===== config.mk =====
export PLATFORM = sky130hd
export DESIGN_NAME = psum_op_dispatcher
export DESIGN_NICKNAME = d
export VERILOG_FILES = /design/src/rtl/psum_op_dispatcher_pkg.sv /design/src/rtl/psum_op_dispatcher_fifo.sv /design/src/rtl/psum_op_dispatcher.sv
export SDC_FILE = /design/constraint.sdc
export NUM_CORES = 1
export LEC_CHECK = 0
export BUFFER_PORTS_ARGS = -buffer_cell sky130_fd_sc_hd__clkbuf_2
export CORE_UTILIZATION = 40
export CTS_CLUSTER_SIZE = 14
export DETAILED_ROUTE_END_ITERATION = 8
export PLACE_DENSITY = 0.59
export SYNTH_ARGS = -nofsm -noshare
export SYNTH_HDL_FRONTEND = slang
export SYNTH_SLANG_ARGS = --single-unit

===== constraint.sdc =====
create_clock -name clk -period 3.2 [get_ports clk]
set_input_delay 0.48 -clock clk [delete_from_list [all_inputs] [get_ports clk]]
set_output_delay 0.48 -clock clk [all_outputs]
set_load 0.02 [all_outputs]

===== src/rtl/psum_op_dispatcher_pkg.sv =====
// Shared types and widths for the psum op dispatcher.
//   op_desc_t    : descriptor {seq1, seq2, id} carried through the FIFO
//   disp_state_t : issue FSM states
//   desc_is_bad  : a descriptor with a zero seq1 or seq2 is rejected at the input
package psum_op_dispatcher_pkg;

  localparam int unsigned ADDR_WIDTH  = 8;
  localparam int unsigned OP_ID_WIDTH = 8;
  localparam int unsigned SEQ2_WIDTH  = 16;

  typedef struct packed {
    logic [ADDR_WIDTH-1:0]  seq1;
    logic [SEQ2_WIDTH-1:0]  seq2;
    logic [OP_ID_WIDTH-1:0] id;
  } op_desc_t;

  typedef enum logic [1:0] {
    StIdle,
    StIssue,
    StWaitAssign
  } disp_state_t;

  function automatic logic desc_is_bad(op_desc_t d);
    return (d.seq1 == '0) || (d.seq2 == '0);
  endfunction

endpackage


===== src/rtl/psum_op_dispatcher_fifo.sv =====
// Synchronous descriptor FIFO, first-word-fall-through head.
//   clk, reset       : clock, asynchronous active-high reset
//   i_push, i_data   : write request and descriptor (ignored when full)
//   i_pop            : read request (ignored when empty)
//   o_head           : descriptor at the head, valid while !o_empty
//   o_full, o_empty  : occupancy flags
//   o_count          : number of stored descriptors
module psum_op_dispatcher_fifo
  import psum_op_dispatcher_pkg::*;
#(
  parameter int unsigned Depth = 4
) (
  input  logic                       clk,
  input  logic                       reset,
  input  logic                       i_push,
  input  op_desc_t                   i_data,
  input  logic                       i_pop,
  output op_desc_t                   o_head,
  output logic                       o_full,
  output logic                       o_empty,
  output logic [$clog2(Depth):0]     o_count
);

  localparam int unsigned PtrW = $clog2(Depth);

  op_desc_t          r_mem [Depth];
  logic [PtrW:0]     r_wptr;
  logic [PtrW:0]     r_rptr;
  logic              w_do_push;
  logic              w_do_pop;

  // Pointers carry one extra wrap bit so full and empty are distinguishable.
  assign o_count   = r_wptr - r_rptr;
  assign o_full    = (o_count == (PtrW + 1)'(Depth));
  assign o_empty   = (r_wptr == r_rptr);
  assign o_head    = r_mem[r_rptr[PtrW-1:0]];
  assign w_do_push = i_push && !o_full;
  assign w_do_pop  = i_pop && !o_empty;

  always_ff @(posedge clk) begin
    if (w_do_push) begin
      r_mem[r_wptr[PtrW-1:0]] <= i_data;
    end
  end

  always_ff @(posedge clk or posedge reset) begin
    if (reset) begin
      r_wptr <= '0;
      r_rptr <= '0;
    end else begin
      if (w_do_push) r_wptr <= r_wptr + 1'b1;
      if (w_do_pop)  r_rptr <= r_rptr + 1'b1;
    end
  end

endmodule


===== src/rtl/psum_op_dispatcher.sv =====
// Psum op dispatcher: buffers descriptors from the controller and issues them one at
// a time to psum_manager as single-cycle new_op_request pulses, tracking assigned ops
// in an in-flight id table until op_done retires them.
//   clk, reset                     : clock, asynchronous active-high reset
//   in_valid/in_ready/in_*         : descriptor input handshake
//   new_op_request, seq1, seq2,
//   operation_id                   : issue pulse and held descriptor fields
//   assign_valid, stall            : psum_manager grant and back-pressure
//   op_done, op_done_id            : completion pulse and id
//   queue_count, outstanding_cnt,
//   idle                           : status
//   err_bad_desc, err_unknown_done,
//   err_timeout                    : single-cycle error pulses
// Optional feature: define DISPATCH_WATCHDOG_EN to drop an op whose assign_valid does
// not arrive within WDOG_CYCLES; otherwise WAIT_ASSIGN waits forever.
module psum_op_dispatcher
  import psum_op_dispatcher_pkg::*;
#(
  parameter int unsigned QUEUE_DEPTH     = 4,
  parameter int unsigned MAX_OUTSTANDING = 4,
  parameter int unsigned WDOG_CYCLES     = 64
) (
  input  logic                          clk,
  input  logic                          reset,
  input  logic                          in_valid,
  output logic                          in_ready,
  input  logic [ADDR_WIDTH-1:0]         in_seq1,
  input  logic [SEQ2_WIDTH-1:0]         in_seq2,
  input  logic [OP_ID_WIDTH-1:0]        in_op_id,
  output logic                          new_op_request,
  output logic [ADDR_WIDTH-1:0]         seq1,
  output logic [SEQ2_WIDTH-1:0]         seq2,
  output logic [OP_ID_WIDTH-1:0]        operation_id,
  input  logic                          assign_valid,
  input  logic                          stall,
  input  logic                          op_done,
  input  logic [OP_ID_WIDTH-1:0]        op_done_id,
  output logic [$clog2(QUEUE_DEPTH):0]  queue_count,
  output logic [3:0]                    outstanding_cnt,
  output logic                          idle,
  output logic                          err_bad_desc,
  output logic                          err_unknown_done,
  output logic                          err_timeout
);

  localparam int unsigned SlotW  = (MAX_OUTSTANDING > 1) ? $clog2(MAX_OUTSTANDING) : 1;
  localparam logic [3:0]  MaxOut = 4'(MAX_OUTSTANDING);

  disp_state_t                r_state;
  logic                       r_new_op;
  logic [ADDR_WIDTH-1:0]      r_seq1;
  logic [SEQ2_WIDTH-1:0]      r_seq2;
  logic [OP_ID_WIDTH-1:0]     r_op_id;
  logic [MAX_OUTSTANDING-1:0] r_slot_valid;
  logic [OP_ID_WIDTH-1:0]     r_slot_id [MAX_OUTSTANDING];
  logic [3:0]                 r_outstanding;
  logic                       r_err_bad;
  logic                       r_err_unknown;

  op_desc_t                   w_in_desc;
  op_desc_t                   w_head;
  logic                       w_in_fire;
  logic                       w_in_bad;
  logic                       w_push;
  logic                       w_pop;
  logic                       w_full;
  logic                       w_empty;
  logic                       w_can_issue;
  logic                       w_assign;
  logic                       w_done_hit;
  logic                       w_match;
  logic [SlotW-1:0]           w_match_idx;
  logic [SlotW-1:0]           w_free_idx;

  assign w_in_desc = '{seq1: in_seq1, seq2: in_seq2, id: in_op_id};
  assign w_in_fire = in_valid && in_ready;
  assign w_in_bad  = desc_is_bad(w_in_desc);
  assign w_push    = w_in_fire && !w_in_bad;
  assign in_ready  = !w_full;

  psum_op_dispatcher_fifo #(
    .Depth (QUEUE_DEPTH)
  ) u_fifo (
    .clk     (clk),
    .reset   (reset),
    .i_push  (w_push),
    .i_data  (w_in_desc),
    .i_pop   (w_pop),
    .o_head  (w_head),
    .o_full  (w_full),
    .o_empty (w_empty),
    .o_count (queue_count)
  );

  // The head is captured into the output registers on the same edge it is popped.
  assign w_can_issue = (r_state == StIdle) && !w_empty && !stall && (r_outstanding < MaxOut);
  assign w_pop       = w_can_issue;
  assign w_assign    = (r_state == StWaitAssign) && assign_valid;
  assign w_done_hit  = op_done && w_match;

  // Descending scan so the lowest-index slot wins for both searches. Lookup uses the
  // current table, so a done can never retire the op being assigned this cycle.
  always_comb begin
    w_match     = 1'b0;
    w_match_idx = '0;
    w_free_idx  = '0;
    for (int i = MAX_OUTSTANDING - 1; i >= 0; i--) begin
      if (!r_slot_valid[i]) begin
        w_free_idx = SlotW'(i);
      end
      if (r_slot_valid[i] && (r_slot_id[i] == op_done_id)) begin
        w_match     = 1'b1;
        w_match_idx = SlotW'(i);
      end
    end
  end

  // In-flight table. A free slot always exists on assign: issue requires
  // outstanding < MAX_OUTSTANDING and only one op can be awaiting assignment.
  always_ff @(posedge clk or posedge reset) begin
    if (reset) begin
      r_slot_valid  <= '0;
      r_outstanding <= '0;
      r_err_bad     <= 1'b0;
      r_err_unknown <= 1'b0;
      for (int i = 0; i < MAX_OUTSTANDING; i++) begin
        r_slot_id[i] <= '0;
      end
    end else begin
      r_err_bad     <= w_in_fire && w_in_bad;
      r_err_unknown <= op_done && !w_match;
      if (w_done_hit) begin
        r_slot_valid[w_match_idx] <= 1'b0;
      end
      if (w_assign) begin
        r_slot_valid[w_free_idx] <= 1'b1;
        r_slot_id[w_free_idx]    <= r_op_id;
      end
      unique case ({w_assign, w_done_hit})
        2'b10:   r_outstanding <= r_outstanding + 4'd1;
        2'b01:   r_outstanding <= r_outstanding - 4'd1;
        default: r_outstanding <= r_outstanding;
      endcase
    end
  end

`ifdef DISPATCH_WATCHDOG_EN
  localparam int unsigned WdogW = $clog2(WDOG_CYCLES + 1);
  logic [WdogW-1:0] r_wdog;
  logic             r_err_timeout;
`endif

  always_ff @(posedge clk or posedge reset) begin
    if (reset) begin
      r_state  <= StIdle;
      r_new_op <= 1'b0;
      r_seq1   <= '0;
      r_seq2   <= '0;
      r_op_id  <= '0;
`ifdef DISPATCH_WATCHDOG_EN
      r_wdog        <= '0;
      r_err_timeout <= 1'b0;
`endif
    end else begin
      r_new_op <= 1'b0;
`ifdef DISPATCH_WATCHDOG_EN
      r_err_timeout <= 1'b0;
`endif
      unique case (r_state)
        StIdle: begin
          if (w_can_issue) begin
            r_new_op <= 1'b1;
            r_seq1   <= w_head.seq1;
            r_seq2   <= w_head.seq2;
            r_op_id  <= w_head.id;
            r_state  <= StIssue;
          end
        end
        // Pulse is already on the output; stall here has no effect.
        StIssue: begin
          r_state <= StWaitAssign;
`ifdef DISPATCH_WATCHDOG_EN
          r_wdog  <= '0;
`endif
        end
        StWaitAssign: begin
          if (assign_valid) begin
            r_state <= StIdle;
`ifdef DISPATCH_WATCHDOG_EN
          end else if (r_wdog == WdogW'(WDOG_CYCLES - 1)) begin
            // Op is dropped: it never enters the in-flight table.
            r_err_timeout <= 1'b1;
            r_state       <= StIdle;
          end else begin
            r_wdog <= r_wdog + 1'b1;
`endif
          end
        end
        default: r_state <= StIdle;
      endcase
    end
  end

  assign new_op_request   = r_new_op;
  assign seq1             = r_seq1;
  assign seq2             = r_seq2;
  assign operation_id     = r_op_id;
  assign outstanding_cnt  = r_outstanding;
  assign idle             = w_empty && (r_state == StIdle) && (r_outstanding == 4'd0);
  assign err_bad_desc     = r_err_bad;
  assign err_unknown_done = r_err_unknown;
`ifdef DISPATCH_WATCHDOG_EN
  assign err_timeout      = r_err_timeout;
`else
  assign err_timeout      = 1'b0;
`endif

endmodule


==> flow_summary_export.csv, run 1 <==
group,metric,value,unit
floorplan,die-area,0.0218,mm2
floorplan,die_height,148,um
place,place_ws,0.0894,ns
worst_setup_path,path_max_fanout,34,
floorplan,num_rows,52,
logic_synthesis,synthTopCellsByArea,"edfxtp_1 45%, dfrtp_1 24%, mux2_2 8.6%, mux4_2 8.5%, xnor2_1 2.2%",
hold_path,min_path_type,"input pin to async pin",
logic_synthesis,async_reset_ff_share,39.3,%
global_routing,grt_first_pass_wirelength,25800,um
global_routing,grt_start_max_net_pins,52,
power_and_ir_drop,power_per_cell_area,1020,mW/mm2
outcome,status,"complete, no violations",
power_and_ir_drop,sw_frac_of_total,32.4,%
timing,drv_slew,0,
worst_setup_path,crit_family,"buffers and inverters",
power_and_ir_drop,ir_worst_vdd,0.00101,V
cts,cts_tree,"built",
drt,avgViaCountPerCell,5.09,
logic_synthesis,synthDistinctLibCells,41,
drt,wl,16300,um
logic_synthesis,synth_nets,517,
floorplan,start_util,41.4,%
worst_setup_path,cp_slowest_cell,"buf_4",
cts,cts_inserted_buffers,23,
floorplan,io_pins,91,
logic_synthesis,syn_avg_cell_area,18.5,um2
place,hpwl,9980,um
power_and_ir_drop,p_int,6860,uW
drt,first_iter_violations,189,
worst_setup_path,critPathBufInv,3,
worst_setup_path,reg2reg_to,"outstanding_cnt[2]",
worst_setup_path,rr_startpoint,"r_slot_id[4]",
logic_synthesis,synth_edf_count,128,
logic_synthesis,synth_top_cell_by_area,"edfxtp_1",
cts,cts.hold.buffers_added,0,
finish,drive_gt1_share,40.8,%
timing,relSlewSlack,37.9,%
cts,cts_buffer_depth,3,
timing,fin_skew,0.0130,ns
power_and_ir_drop,netSwitchingPower,3280,uW
timing,tns,0,ns
cts,cts_sinks,211,
place,port_buffers,89,
run,drv_cap,0,
logic_synthesis,synth_common_cells,"128 x edfxtp_1, 83 x dfrtp_1, 65 x mux2_2, 32 x mux4_2",
timing,fin_ws,0.131,ns
worst_setup_path,critPathKind,"flop to output port",
place,placedInstanceArea,0.00924,mm2
power_and_ir_drop,p_clk_share,25.1,%
cts,clock_latency,0.51,ns
worst_setup_path,crit_arrival,2.59,ns
power_and_ir_drop,comb_power_share,31.8,%
timing,period_needed,3.07,ns
logic_synthesis,ys_seq_area_share,69.7,%
global_routing,grt-ovfl-total,0,
worst_setup_path,worstPathCellList,"buf_4 > inv_1 > ha_1 > nand3_1 > nor4_1 > clkbuf_2",
cts,clk_pin_slew,0.06,ns
drt,vias,4331,
finish,final_core_util,48.7,%
drt,postRouteAntennaNets,0,
logic_synthesis,syn_area,0.00849,mm2
floorplan,core,0.0205,mm2
drt,avgRoutedWirePerCell,19.1,um
cts,root_buffer,"clkbuf_16",
timing,rsz0062_at_grt,"no",
timing,fmax,326,MHz
finish,n_antenna_cell,0,
global_routing,antenna_found_initial,1,
drt,drc,0,
worst_setup_path,crit_path_start_kind,"flop",
finish,nets,621,
logic_synthesis,yosys.area.top_type_share,45.3,%
logic_synthesis,ys.warnings.count,0,
power_and_ir_drop,p_leak,0.00382,uW
timing,worstMarginPinSlew,0.932,ns
cts,ctsResizeCount,0,
worst_setup_path,cp.required,2.72,ns
worst_setup_path,reg2reg_setup_slack,0.25,ns
logic_synthesis,yosysMostFrequentCell,"edfxtp_1",
logic_synthesis,synth_ff_type,"edfxtp_1",
global_routing,grt_pass1_vias,4697,
logic_synthesis,ys_seq_elements,211,
global_routing,grt_use_total,15.5,%
timing,fin_crit_sh,95.9,%
logic_synthesis,synth_cells,460,
worst_setup_path,reg2regPathDepth,12,
floorplan,die_width,148,um
finish,fin_area,0.00998,mm2
power_and_ir_drop,power_frac_seq,43.1,%
drt,drt_pass1_iterations,8,
cts,h-tree-depth,1,
worst_setup_path,critical-path-max-stage-delay,0.48,ns
timing,finalSetupViolations,0,
finish,area_delta_synth_final,17.5,%
cts,cts_setup_buffers,0,
place,place_congestion,0.841,
timing,hold_violations,0,
worst_setup_path,crit_path_end_kind,"output port",
cells in the final DEF (no fill, tap or decap), drive strengths merged, types with 7 or more instances in the layout:
master / synthesis / final
inv: 7 / 7
clkbuf: 5 / 122
ha: 10 / 10
xnor2: 21 / 21
nand3: 7 / 7
mux2: 65 / 65
xor2: 21 / 21
mux4: 32 / 32
dfrtp: 83 / 83
edfxtp: 128 / 128
nand2: 11 / 11
nor4: 11 / 11
clkinv: 0 / 7
flip-flops by register name, indices dropped and copies added (netlist names):
name              count
new_op_request        1
r_state               2
u_fifo.r_wptr         3
operation_id          8
r_slot_valid          4
seq2                 16
u_fifo.r_mem        128
r_slot_id            32
err_bad_desc          1
seq1                  8
err_unknown_done      1
u_fifo.r_rptr         3
outstanding_cnt       4
power by group through the flow:
stage	clock, uW	sequential, uW	combinational [uW]
2_1_floorplan	0	4570	2130
3_3_place_gp	0	4390	3240
3_5_place_dp	0	4420	3290
4_1_cts	2620	4380	3310
5_1_grt	2720	4480	3510
6_report	2550	4370	3230
metrics by stage:
stage | power [uW] | hold WS (ns) | instances
2_1_floorplan | 6690 | 0.464 | 460
3_3_place_gp | 7630 | 0.483 | 809
3_5_place_dp | 7720 | 0.495 | 809
4_1_cts | 10300 | 0.0588 | 851
5_1_grt | 10700 | 0.0769 | 851
6_report | 10100 | 0.0382 | 851
worst max path at each step:
stage,startpoint,end,slack [ns],cells after the start
floorplan,reset,err_bad_desc,0.58,1
global placement,op_done_id[4],outstanding_cnt[2],0.18,13
detailed placement,op_done_id[4],outstanding_cnt[2],0.09,13
CTS,u_fifo.r_rptr[1],idle,0.09,6
global route,u_fifo.r_rptr[1],idle,0.006,6
finish,u_fifo.r_rptr[1],idle,0.13,6
final cells by class:
type / count / area, um2
Multi-Input combinational cell: 227 / 2450
Clock inverter: 9 / 86.3
Sequential cell: 211 / 5920
Clock buffer: 33 / 654
Fill cell: 1778 / 10500
Inverter: 7 / 27.5
Timing Repair Buffer: 94 / 495
Tap cell: 270 / 338
logic make-up after synthesis:
kind of cell    Yosys count  synth area share (%)
flops                   211                  69.7
mux                      98                  17.2
simple gates             59                  4.11
xor+xnor                 43                  4.60
buf+inv                  22                  1.47
compound gates           15                  1.13
fa+ha+maj                11                  1.71
other cells               1                0.0442
worst reg2reg max path, delay by kind of cell, from the launching register on:
kind | cells | cell delay, ns
AO/OA/AOI/OAI | 2 | 0.27
XOR/XNOR | 4 | 0.70
adder cells (fa/ha/maj) | 2 | 0.46
flip-flops | 1 | 0.39
AND/OR/NAND/NOR | 4 | 1.05
layer usage:
layer / share of wire, % / wire length [um] / GRT usage, %
met3: 4.3 / 697 / 2.96
met4: 2.3 / 373 / 4.38
met5: 0.080 / 13 / 0
met1: 44 / 7100 / 20.1
met2: 50 / 8100 / 26.5
Power figures use the tool's default switching activity.
==> run 2: changes to the inputs <==
clock period = 4 ns   (was 3.2 ns; I/O delays follow)
==> run 2 against run 1 <==
Compared with the run above:
- sequential power decreased by 20%
- register-to-register slack improved by 0.87 ns
- clock power decreased by 17%
- via count increased by 0.65%
- critical path type unchanged
- worst hold slack improved by 0.13 ns
- count of clock-buffer cells in the layout unchanged
- utilization increased by 0.35 points
- final area increased by 0.71%
==> flow_summary_export.csv, run 2 (synthesized netlist as in run 1, its figures left out) <==
group,metric,value,unit
power_and_ir_drop,power_per_cell_area,819,mW/mm2
timing,tns,0,ns
timing,fin_crit_sh,72.9,%
floorplan,io_pins,91,
timing,fin_ws,1.08,ns
finish,layout_common_cells,"128 x edfxtp_1, 89 x clkbuf_2, 82 x dfrtp_1",
cts,clock_latency,0.52,ns
place,place_congestion,0.840,
power_and_ir_drop,total_power,8230,uW
finish,n_fill_cell,1749,
cts,cts_tree,"built",
timing,worstMarginPinSlew,0.899,ns
timing,relSlewSlack,39.8,%
floorplan,num_rows,52,
finish,area_delta_synth_final,18.3,%
worst_setup_path,critPathKind,"flop to output port",
place,hpwl,10500,um
finish,drive_gt1_share,41.5,%
drt,avgRoutedWirePerCell,19.3,um
cts,cts_sinks,211,
drt,postRouteAntennaNets,0,
worst_setup_path,crit_path_start_kind,"flop",
drt,drc,0,
place,port_buffers,89,
floorplan,die-area,0.0218,mm2
drt,met2_length,8130,um
worst_setup_path,cp_slowest_cell,"dfrtp_1",
power_and_ir_drop,p_leak,0.00385,uW
timing,hold_violations,0,
global_routing,antenna_found_initial,1,
place,place_ws,0.804,ns
timing,period_needed,2.92,ns
drt,wl_met3,695,um
worst_setup_path,critPathBufInv,2,
hold_path,min_path_type,"input pin to async pin",
cts,h-tree-depth,1,
timing,fmax,343,MHz
timing,rsz0062_at_grt,"no",
drt,met1_length,7130,um
finish,n_antenna_cell,0,
worst_setup_path,cp.required,3.40,ns
drt,wl,16500,um
cts,root_buffer,"clkbuf_16",
worst_setup_path,crit_arrival,2.32,ns
worst_setup_path,crit_family,"flip-flops",
floorplan,start_util,41.4,%
cts,cts_setup_buffers,0,
timing,fin_skew,0.0212,ns
power_and_ir_drop,ir_worst_vdd,0.000629,V
cts,cts_buffer_depth,3,
global_routing,grt_first_pass_wirelength,26700,um
outcome,status,"complete, no violations",
timing,finalSetupViolations,0,
cts,cts.hold.buffers_added,0,
finish,nets,625,
global_routing,grt_start_max_net_pins,39,
timing,drv_slew,0,
global_routing,grt_use_total,16.0,%
finish,final_core_util,49.0,%
finish,largest_reg_flops,128,
worst_setup_path,path_max_fanout,10,
drt,first_iter_violations,176,
drt,dr.max_layer_used,"met5",
floorplan,core,0.0205,mm2
finish,layout_commonest_cell,"edfxtp_1",
worst_setup_path,worstPathCellList,"inv_1 > ha_1 > nand3_1 > nor4_1 > clkbuf_2",
global_routing,grt_pass1_vias,4772,
drt,avgViaCountPerCell,5.10,
worst_setup_path,crit_path_end_kind,"output port",
drt,vias,4359,
floorplan,die_width,148,um
worst_setup_path,critical-path-max-stage-delay,0.62,ns
global_routing,grt-ovfl-total,0,
cts,clk_pin_slew,0.06,ns
run,drv_cap,0,
drt,drt_pass1_iterations,4,
floorplan,die_height,148,um
cts,ctsResizeCount,0,
cts,cts_inserted_buffers,23,
[run 2: power breakdown]
group	switching [uW]	leakage, uW	internal [uW]
combinational	1380	0.00130	1220
clock	840	0.000375	1270
sequential	422	0.00218	3090
[run 2: cell type report]
class	count	area [um2]	share of cell area, %
timing repair buffer	98	538	5.35
sequential	211	5920	58.9
clock buffer	33	653	6.50
clock inverter	9	111	1.11
tap	270	338	3.36
multi-input combinational	227	2460	24.5
inverter	7	27.5	0.274
[run 2: worst register-to-register path, stage by stage, from the launching register on]
cell     delay, ns
dfrtp_1       0.38
inv_1         0.12
ha_1          0.21
fa_1          0.37
xnor3_1       0.26
o31ai_2       0.07
and3b_1       0.37
and2_2        0.55
buf_12        0.24
[run 2: final timing paths]
path,startpoint,to,slack (ns),depth (start not counted)
min in group clk,in_op_id[6],u_fifo.r_mem[3][6],0.29,1
worst max-delay path,u_fifo.r_rptr[1],idle,1.08,5
max in group asynchronous,reset,r_slot_valid[3],2.94,3
worst max register to register,u_fifo.r_wptr[0],u_fifo.r_mem[0][17],1.12,8
worst min register to register,r_state[0],r_state[1],0.49,1
worst min-delay path,reset,seq1[7],0.17,2
[run 2: metal layers]
metal | vias to the layer above | track usage, %
met1 | 2231 | 20.7
met5 | - | 0
li1 | 1985 | -
met4 | 2 | 5.93
met3 | 36 | 3.06
met2 | 105 | 26.8
[run 2: stage by stage]
step           hold slack [ns]  instance area [um2]  cells
2_1_floorplan            0.464                 8490    460
3_3_place_gp             0.481                 9280    813
3_5_place_dp             0.486                 9280    813
4_1_cts                  0.190                10000    855
5_1_grt                  0.223                10000    855
6_report                 0.168                10000    855
==> run 3: changes to the inputs <==
ABC_AREA = 1   (was not set)
clock period = 2.9 ns   (was 4 ns; I/O delays follow)
==> run 3 against run 2 <==
Compared with the run above:
- the flow now finishes with violations (DRC)
- global-route usage up 1.7 points
- sequential cell count unchanged
- synthesized cell count up 85%
- first-iteration DRC count up 140%
- worst hold slack worse by 0.069 ns
- non-clock buffer count up 8
- count of clock-buffer cells in the layout unchanged
- sequential power up 37%
- worst setup slack worse by 0.89 ns
- sequential share of layout area down 3.2 points
- critical path type unchanged
- largest power group unchanged
- highest routed layer unchanged
==> flow_summary_export.csv, run 3 <==
group,metric,value,unit
global_routing,grt_first_pass_wirelength,32400,um
timing,rsz0062_at_grt,"no",
global_routing,grt_pass1_vias,5945,
cts,ctsResizeCount,0,
logic_synthesis,synth_cells,852,
cts,cts_tree,"built",
power_and_ir_drop,total_power,11900,uW
logic_synthesis,synth_edf_count,128,
worst_setup_path,crit_top_cell,"inv_2",
logic_synthesis,synth_top_cell_by_area,"edfxtp_1",
global_routing,grt-ovfl-total,0,
cts,h-tree-depth,1,
timing,fin_crit_sh,93.2,%
floorplan,die_width,153,um
logic_synthesis,synthDistinctLibCells,36,
outcome,status,"finished with violations",
global_routing,grt_use_total,17.7,%
worst_setup_path,crit_family,"buffers and inverters",
drt,avgRoutedWirePerCell,16.1,um
worst_setup_path,crit_arrival,2.27,ns
worst_setup_path,crit_path_start_kind,"flop",
logic_synthesis,ys_seq_area_share,65.2,%
worst_setup_path,critical-path-max-stage-delay,0.43,ns
logic_synthesis,synth_nets,909,
finish,final_cells,1245,
place,dp.cells,1204,
floorplan,io_pins,91,
timing,fmax,370,MHz
place,port_buffers,89,
timing,finalSetupViolations,0,
logic_synthesis,ys.warnings.count,0,
global_routing,grt_start_max_net_pins,67,
finish,layout_common_cells,"176 x nor2_1, 131 x nand2_1, 128 x edfxtp_1",
cts,cts_setup_buffers,0,
drt,avgViaCountPerCell,4.88,
worst_setup_path,path_max_fanout,34,
logic_synthesis,ys_seq_elements,211,
finish,layout_commonest_cell,"nor2_1",
drt,first_iter_violations,431,
place,hpwl,12900,um
place,placedInstanceArea,0.00989,mm2
drt,vias,6079,
timing,worstMarginPinSlew,0.934,ns
floorplan,core,0.0220,mm2
logic_synthesis,syn_area,0.00908,mm2
drt,postRouteAntennaNets,0,
power_and_ir_drop,p_leak,0.00438,uW
worst_setup_path,crit_path_end_kind,"output port",
finish,area_delta_synth_final,17.0,%
timing,hold_violations,0,
outcome,violations,"DRC",
worst_setup_path,critPathBufInv,4,
drt,wl,20000,um
worst_setup_path,cp.required,2.47,ns
place,place_congestion,0.907,
finish,drive_gt1_share,20.7,%
logic_synthesis,async_reset_ff_share,39.3,%
drt,drt_pass1_iterations,8,
finish,nets,1006,
finish,largest_reg_flops,128,
timing,drv_slew,0,
logic_synthesis,yosysMostFrequentCell,"nor2_1",
power_and_ir_drop,power_per_cell_area,1120,mW/mm2
floorplan,start_util,41.2,%
cts,clock_latency,0.50,ns
cts,clk_pin_slew,0.07,ns
floorplan,die_height,153,um
cts,root_buffer,"clkbuf_16",
global_routing,antenna_found_initial,1,
worst_setup_path,worstPathCellList,"buf_4 > inv_2 > ha_1 > nand2_1 > nor2_2 > inv_2 > nor3_1 > clkbuf_2",
power_and_ir_drop,ir_worst_vdd,0.000652,V
logic_synthesis,syn_avg_cell_area,10.7,um2
hold_path,min_path_type,"input pin to async pin",
logic_synthesis,synth_common_cells,"180 x nor2_1, 131 x nand2_1, 128 x edfxtp_1, 83 x dfrtp_1, 69 x o21ai_0",
cts,cts_inserted_buffers,23,
logic_synthesis,yosys.area.top_type_share,42.3,%
drt,drc,4,
cts,cts_buffer_depth,3,
floorplan,die-area,0.0233,mm2
worst_setup_path,cp_slowest_cell,"buf_4",
timing,relSlewSlack,37.6,%
run,drv_cap,0,
worst_setup_path,critPathKind,"flop to output port",
finish,n_antenna_cell,0,
finish,fin_area,0.0106,mm2
timing,period_needed,2.70,ns
timing,fin_skew,0.00885,ns
logic_synthesis,synth_ff_type,"edfxtp_1",
cts,cts.hold.buffers_added,0,
logic_synthesis,synthTopCellsByArea,"edfxtp_1 42%, dfrtp_1 23%, nor2_1 7.4%, nand2_1 5.4%, o21ai_0 3.8%",
floorplan,num_rows,54,
cts,cts_sinks,211,
finish,final_core_util,48.2,%
## run 3: changes by cell type after synthesis, sizes merged, moves of 32 or more
cell,previous run,this run
nand2,11,136
mux2,65,0
inv,7,75
o21ai,3,117
mux4,32,0
nor2,6,182
## run 3: final timing paths
path                       cells past startpoint                 end              from  slack [ns]
max                                            8                idle  u_fifo.r_rptr[1]        0.20
min                                            2        r_slot_id[6]             reset         0.1
max reg2reg                                   10  u_fifo.r_mem[3][2]  u_fifo.r_wptr[0]        0.33
min reg2reg                                    2        r_slot_id[0]   operation_id[0]        0.50
max in group asynchronous                      3       r_slot_id[19]             reset        2.08
min in group clk                               1  u_fifo.r_mem[3][6]       in_op_id[6]        0.16
## run 3: kinds of logic after synthesis
| family | count (synthesis) | synth area share [%] |
|---|---|---|
| buf+inv | 109 | 5.20 |
| flops | 211 | 65.2 |
| other cells | 1 | 0.0413 |
| fa+ha+maj | 11 | 1.60 |
| xor+xnor | 14 | 1.43 |
| simple gates | 347 | 15.5 |
| compound gates | 159 | 11.0 |
## run 3: worst register-to-register path, cell delays in order, from the launching register on
cell     delay (ns)
dfrtp_1        0.41
inv_1          0.11
ha_1           0.20
fa_1           0.41
xor2_2         0.20
nand3_2        0.07
nand2_1        0.10
nor2_4         0.18
inv_2          0.13
nor2_4         0.23
buf_12         0.24
## run 3: per-stage QoR
stage | setup WS (ns) | setup TNS [ns] | hold slack, ns
floorplan | -0.138 | -17.72 | 0.459
global placement | 0.237 | 0 | 0.477
detailed placement | 0.203 | 0 | 0.495
CTS | 0.144 | 0 | 0.125
global route | 0.0643 | 0 | 0.143
finish | 0.197 | 0 | 0.0995
## run 3: final cells by class
class	instances	area, um2
sequential	211	5920
fill	2064	11400
clock inverter	8	66.3
tap	280	350
inverter	75	283
clock buffer	33	663
timing repair buffer	106	623
multi-input combinational	532	2720
## run 3: where the power goes
part	total (uW)	internal, uW	switching [uW]
clock network	2800	1670	1130
registers	4800	4250	552
logic	4300	1410	2890
total	11900	7330	4570
## run 3: metal layers
metal	global-route usage, %	part of all wire [%]	wire, um
met5	0	0.085	17
met4	4.18	1.7	331
met3	3.13	4.2	835
met2	30.1	48	9550
met1	23.5	46	9270
